==> config.mk <==
export PLATFORM = sky130hd
export DESIGN_NAME = skew_phase_scheduler
export DESIGN_NICKNAME = d
export VERILOG_FILES = /design/src/rtl/skew_phase_scheduler.sv
export SDC_FILE = /design/constraint.sdc
export NUM_CORES = 1
export LEC_CHECK = 0
export ABC_AREA = 1
export BUFFER_PORTS_ARGS = -buffer_cell sky130_fd_sc_hd__buf_2
export CAP_MARGIN = 20
export CORE_MARGIN = 2
export CORE_UTILIZATION = 35
export DETAILED_ROUTE_END_ITERATION = 10
export GPL_TIMING_DRIVEN = 1
export SLEW_MARGIN = 20
export SYNTH_ARGS = -nofsm -noshare
export SYNTH_HDL_FRONTEND = slang
export SYNTH_SLANG_ARGS = --single-unit
==> constraint.sdc <==
create_clock -name clk -period 4.23 [get_ports clk]
set_input_delay 0.423 -clock clk [delete_from_list [all_inputs] [get_ports clk]]
set_output_delay 0.423 -clock clk [all_outputs]
set_load 0.05 [all_outputs]
==> src/rtl/skew_phase_scheduler.sv <==
`default_nettype none
// ============================================================================
// Module   : skew_phase_scheduler
// Brief    : Generates two square-wave strobes with a programmable half-period.
//            out2 lags out1 by a programmable skew. Generation is started and
//            stopped by level-sampled controls. A stop lets each strobe finish
//            its current high phase. Configuration is loaded over a
//            valid/ready handshake and is accepted only while idle.
// Revision : 1.0 - initial release
// ============================================================================
module skew_phase_scheduler #(
  parameter int CNT_W    = 8,
  parameter int DEF_HALF = 5,
  parameter int DEF_SKEW = 3
) (
  input  logic             clk,
  input  logic             rst_n,
  input  logic             cfg_valid,
  output logic             cfg_ready,
  input  logic [CNT_W-1:0] cfg_half,
  input  logic [CNT_W-1:0] cfg_skew,
  output logic             cfg_err,
  input  logic             start,
  input  logic             stop,
  output logic             out1,
  output logic             out2,
  output logic             busy
);

  typedef enum logic [1:0] {
    ST_IDLE     = 2'd0,
    ST_RUN      = 2'd1,
    ST_STOPPING = 2'd2
  } state_t;

  localparam logic [CNT_W-1:0] c_def_half = CNT_W'(DEF_HALF);
  localparam logic [CNT_W-1:0] c_def_skew = CNT_W'(DEF_SKEW);
  localparam logic [CNT_W-1:0] c_one      = CNT_W'(1);
  localparam logic [CNT_W-1:0] c_zero     = '0;

  state_t           r_state;
  state_t           w_state_nxt;

  logic [CNT_W-1:0] r_half;
  logic [CNT_W-1:0] r_skew;
  logic             r_cfg_err;

  // Channel 1: phase counter and strobe
  logic [CNT_W-1:0] r_cnt1;
  logic             r_out1;

  // Channel 2: skew delay counter, then a phase counter identical to channel 1
  logic [CNT_W-1:0] r_dly_cnt;
  logic             r_dly_done;
  logic [CNT_W-1:0] r_cnt2;
  logic             r_out2;

  logic             w_idle;
  logic             w_xfer;
  logic             w_cfg_ok;
  logic             w_stopping;
  logic [CNT_W-1:0] w_half_m1;
  logic [CNT_W-1:0] w_skew_m1;
  logic [CNT_W-1:0] w_skew_eff;

  assign w_idle    = (r_state == ST_IDLE);
  assign w_xfer    = cfg_valid && w_idle;
  // Compare one bit wider so 2*cfg_half cannot overflow.
  assign w_cfg_ok  = (cfg_half != c_zero) &&
                     ({1'b0, cfg_skew} < {cfg_half, 1'b0});
  // Skew that RUN will use if a launch happens this cycle. A config accepted
  // on the same edge as start takes effect immediately.
  assign w_skew_eff = (w_xfer && w_cfg_ok) ? cfg_skew : r_skew;
  assign w_half_m1  = r_half - c_one;
  assign w_skew_m1  = r_skew - c_one;

  // State register
  always_ff @(posedge clk or negedge rst_n) begin
    if (!rst_n) begin
      r_state <= ST_IDLE;
    end else begin
      r_state <= w_state_nxt;
    end
  end

  // Next-state decode plus status flags derived from the state. w_stopping
  // is also raised on the edge that samples stop in RUN, so a low channel
  // freezes at once and never produces one more rising edge.
  always_comb begin
    w_state_nxt = r_state;
    w_stopping  = 1'b0;
    busy        = 1'b1;
    cfg_ready   = 1'b0;
    case (r_state)
      ST_IDLE: begin
        busy      = 1'b0;
        cfg_ready = 1'b1;
        if (start && !stop) begin
          w_state_nxt = ST_RUN;
        end
      end
      ST_RUN: begin
        if (stop) begin
          w_state_nxt = ST_STOPPING;
          w_stopping  = 1'b1;
        end
      end
      ST_STOPPING: begin
        w_stopping = 1'b1;
        if (!r_out1 && !r_out2) begin
          w_state_nxt = ST_IDLE;
        end
      end
      default: begin
        w_state_nxt = ST_IDLE;
      end
    endcase
  end

  // Configuration registers and the one-cycle reject pulse
  always_ff @(posedge clk or negedge rst_n) begin
    if (!rst_n) begin
      r_half    <= c_def_half;
      r_skew    <= c_def_skew;
      r_cfg_err <= 1'b0;
    end else begin
      r_cfg_err <= w_xfer && !w_cfg_ok;
      if (w_xfer && w_cfg_ok) begin
        r_half <= cfg_half;
        r_skew <= cfg_skew;
      end
    end
  end

  // Channel 1: the strobe toggles when the phase counter reaches half-1.
  // While stopping, a low strobe stays frozen.
  always_ff @(posedge clk or negedge rst_n) begin
    if (!rst_n) begin
      r_cnt1 <= c_zero;
      r_out1 <= 1'b0;
    end else if (w_idle) begin
      r_cnt1 <= c_zero;
      r_out1 <= 1'b0;
    end else if (w_stopping && !r_out1) begin
      r_cnt1 <= c_zero;
    end else if (r_cnt1 == w_half_m1) begin
      r_cnt1 <= c_zero;
      r_out1 <= ~r_out1;
    end else begin
      r_cnt1 <= r_cnt1 + c_one;
    end
  end

  // Channel 2: hold low for skew cycles, then run exactly like channel 1.
  // Once stopping, a channel still in its delay never starts.
  always_ff @(posedge clk or negedge rst_n) begin
    if (!rst_n) begin
      r_dly_cnt  <= c_zero;
      r_dly_done <= 1'b0;
      r_cnt2     <= c_zero;
      r_out2     <= 1'b0;
    end else if (w_idle) begin
      r_dly_cnt  <= c_zero;
      r_dly_done <= (w_skew_eff == c_zero);
      r_cnt2     <= c_zero;
      r_out2     <= 1'b0;
    end else if (!r_dly_done) begin
      if (!w_stopping) begin
        if (r_dly_cnt == w_skew_m1) begin
          r_dly_cnt  <= c_zero;
          r_dly_done <= 1'b1;
        end else begin
          r_dly_cnt <= r_dly_cnt + c_one;
        end
      end
    end else if (w_stopping && !r_out2) begin
      r_cnt2 <= c_zero;
    end else if (r_cnt2 == w_half_m1) begin
      r_cnt2 <= c_zero;
      r_out2 <= ~r_out2;
    end else begin
      r_cnt2 <= r_cnt2 + c_one;
    end
  end

  assign out1    = r_out1;
  assign out2    = r_out2;
  assign cfg_err = r_cfg_err;

endmodule
`default_nettype wire

==> metrics.cfg <==
[critical_path]
worstPathMaxFanout=14
required_ns=3.81
critPathKind=flop to primary output
end_kind=primary output
start_kind=flop
arrival_ns=1.89
rr_worst_depth=6

[clocking]
cts_sinks=46
htreeDepth=2
cts_tree=yes
numCtsBuffers=5
clock_latency_ns=0.31
cts.repair.resized=0
hold_buffers=0
path_clk_slew_ns=0.09
clk_path_buf_depth=2
post_cts_buffers=0
clock-root-buffer=clkbuf_8

[timing]
post-route-period-util_pct=54.6
rsz0062_at_grt=no
max_freq_mhz=433
period_needed_ns=2.31
relSlewSlack_pct=41.3
tightest_slew_ns=0.875
report.final.hold_viol_count=0
drv_slew=0
setup_ws_ns=1.92
finalSetupTns_ns=0
finalClockSkew_ns=0.00904
setup_viol=0

[grt]
grt-busiest-layer=met2
grt.total_usage_pct=15.3
grt_first_pass_wirelength_um=12200
overflow=0
grt_pass1_vias=2719
grt_max_degree=47
met3_usage_pct=3.40
gr-usage-met2_pct=26.7
use_met1_pct=19.3
antenna_found_initial=0

[synthesis]
yosysWarnings=0
synth-edff-count=0
syn_inst=431
ys.flop_type=dfrtp_1
synth-compound-area-share_pct=7.76
ys_ff_latch=46
synth_nets=467
muxShareOfSynthArea_pct=0
mappedNetlistArea_um2=3130
yosysMostFrequentCell=nand2_1
synthAdderAreaFrac_pct=6.00
synth_cell_type_count=27
syn_area_per_cell_um2=7.26
netlist_top_cells_area=dfrtp_1 (34%), nand2_1 (11%), inv_1 (9.2%)
synth_top_area_share_pct=33.6
synth_xor_area_share_pct=8.68
synth_top_area_cell=dfrtp_1
yosysSeqAreaShare_pct=36.9
synth_simple_gate_area_share_pct=29.7
ys_async_sr_fraction_pct=100
synth_top_family_by_area=simple AND/OR/NAND/NOR gates
ys_top_cells_by_count=nand2_1 (94), inv_1 (77), dfrtp_1 (42), nor2_1 (37), nand3_1 (32)

[finish]
fin_area_um2=3480
area_delta_synth_final_pct=11.2
layout.nets=495
drive_above_1_share_pct=11.3
antenna_cells=0
stdcell_count=568

[power]
p_seq_share_pct=33.8
sw_frac_of_total_pct=47.8
p_sw_w=0.00100
ir_worst_vdd_uv=238
combPwrFrac_pct=50.9
pwr-share-clk_pct=15.2
cellLeakagePower_nw=1.78
powerDensity_nw_per_um2=603
p_int_w=0.00109

[routing]
routedWlPerCell_um=12.2
via_per_inst=4.88
drc=0
wirelength_um=6910
drtPass1Iterations=5
drt_iter0_markers=124
antenna_violating_nets_post_route=0
vias=2769

[floorplanning]
core_area_um2=8680
die_h_um=98.6
dieArea_um2=9710
num_rows=34
io_pins=26
fp.dieW_um=98.6
start_util_pct=36.1

[flow_run]
maxCapViolCount=0

[placed_design]
dp_cells=560
io_buffers=25
placed_area_um2=3370
gp_congestion=0.862
hpwl_um=5310
place_ws_ns=1.92

[outcome]
status=finished clean

[worst_hold_path]
hold_class=primary input to asynchronous set/reset pin

## power by group through the flow
| stage | clock network (W) | logic [W] | registers (W) |
|---|---|---|---|
| after floorplan | 0 | 0.000834 | 0.000699 |
| after global placement | 0 | 0.00104 | 0.000716 |
| after detailed placement | 0 | 0.00107 | 0.000720 |
| after CTS | 0.000328 | 0.00107 | 0.000711 |
| after global routing | 0.000348 | 0.00124 | 0.000730 |
| final | 0.000320 | 0.00107 | 0.000709 |
## placed cells by master (no fill, tap or decap), drive strengths merged
cell,synthesis,layout
nand2,96,96
inv,85,85
dfrtp,42,42
nor2,38,38
nand3,34,34
o21ai,27,27
buf,1,25
xor2,23,23
nand4,20,20
ha,15,15
nor3,15,15
a21oi,8,8
xnor2,8,8
clkbuf,3,8
o22ai,6,6
dfstp,4,4
nand3b,2,2
o211ai,2,2
o21bai,2,2
## worst max-delay path, stage by stage, from the launching register on
cell     delay [ns]
dfrtp_1        0.41
inv_1          0.08
ha_1           0.33
inv_1          0.41
buf_2          0.35
## final cells by class
| cell class | instances | area, um2 |
|---|---|---|
| Fill cell | 961 | 5200 |
| Timing Repair Buffer | 25 | 128 |
| Inverter | 85 | 319 |
| Multi-Input combinational cell | 296 | 1630 |
| Tap cell | 108 | 135 |
| Clock buffer | 8 | 110 |
| Sequential cell | 46 | 1160 |
## worst paths after layout
| path | slack (ns) | endpoint | startpoint |
|---|---|---|---|
| max | 1.92 | busy | r_state[0] |
| min reg2reg | 0.54 | r_half[1] | r_half[1] |
| min | 0.12 | r_cnt2[4] | rst_n |
| min in group clk | 0.39 | r_half[0] | cfg_half[0] |
| max reg2reg | 2.07 | r_dly_cnt[0] | r_state[0] |
| max in group asynchronous | 3.70 | r_cnt2[2] | rst_n |
## cells by family (layout without fill, tap and decap cells)
family                   after synthesis  in the layout
AO/OA/AOI/OAI                         45             45
AND/OR/NAND/NOR                      205            205
adder cells (fa/ha/maj)               15             15
XOR/XNOR                              31             31
flip-flops                            46             46
buffers and inverters                 89            118
## registers in the layout, indices dropped and copies added, names as in the netlist
signal,count
r_dly_done,1
r_skew,8
out1,1
cfg_err,1
r_state,2
r_half,8
r_cnt1,8
r_cnt2,8
out2,1
r_dly_cnt,8
## metal layers
| metal | vias up | wire (um) |
|---|---|---|
| met5 | - | 0 |
| met4 | 0 | 66 |
| met3 | 6 | 238 |
| met2 | 36 | 3380 |
| met1 | 1298 | 3220 |
| li1 | 1429 | - |
## through the flow
step	utilization (%)	hold WS [ns]	total power (W)
after floorplan	-	0.127	0.00153
after global placement	38.8	0.503	0.00176
after detailed placement	38.8	0.515	0.00179
after CTS	40.1	0.340	0.00211
after global routing	40.1	0.175	0.00232
final	40.1	0.115	0.00210
(Power assumes the default switching activity.)
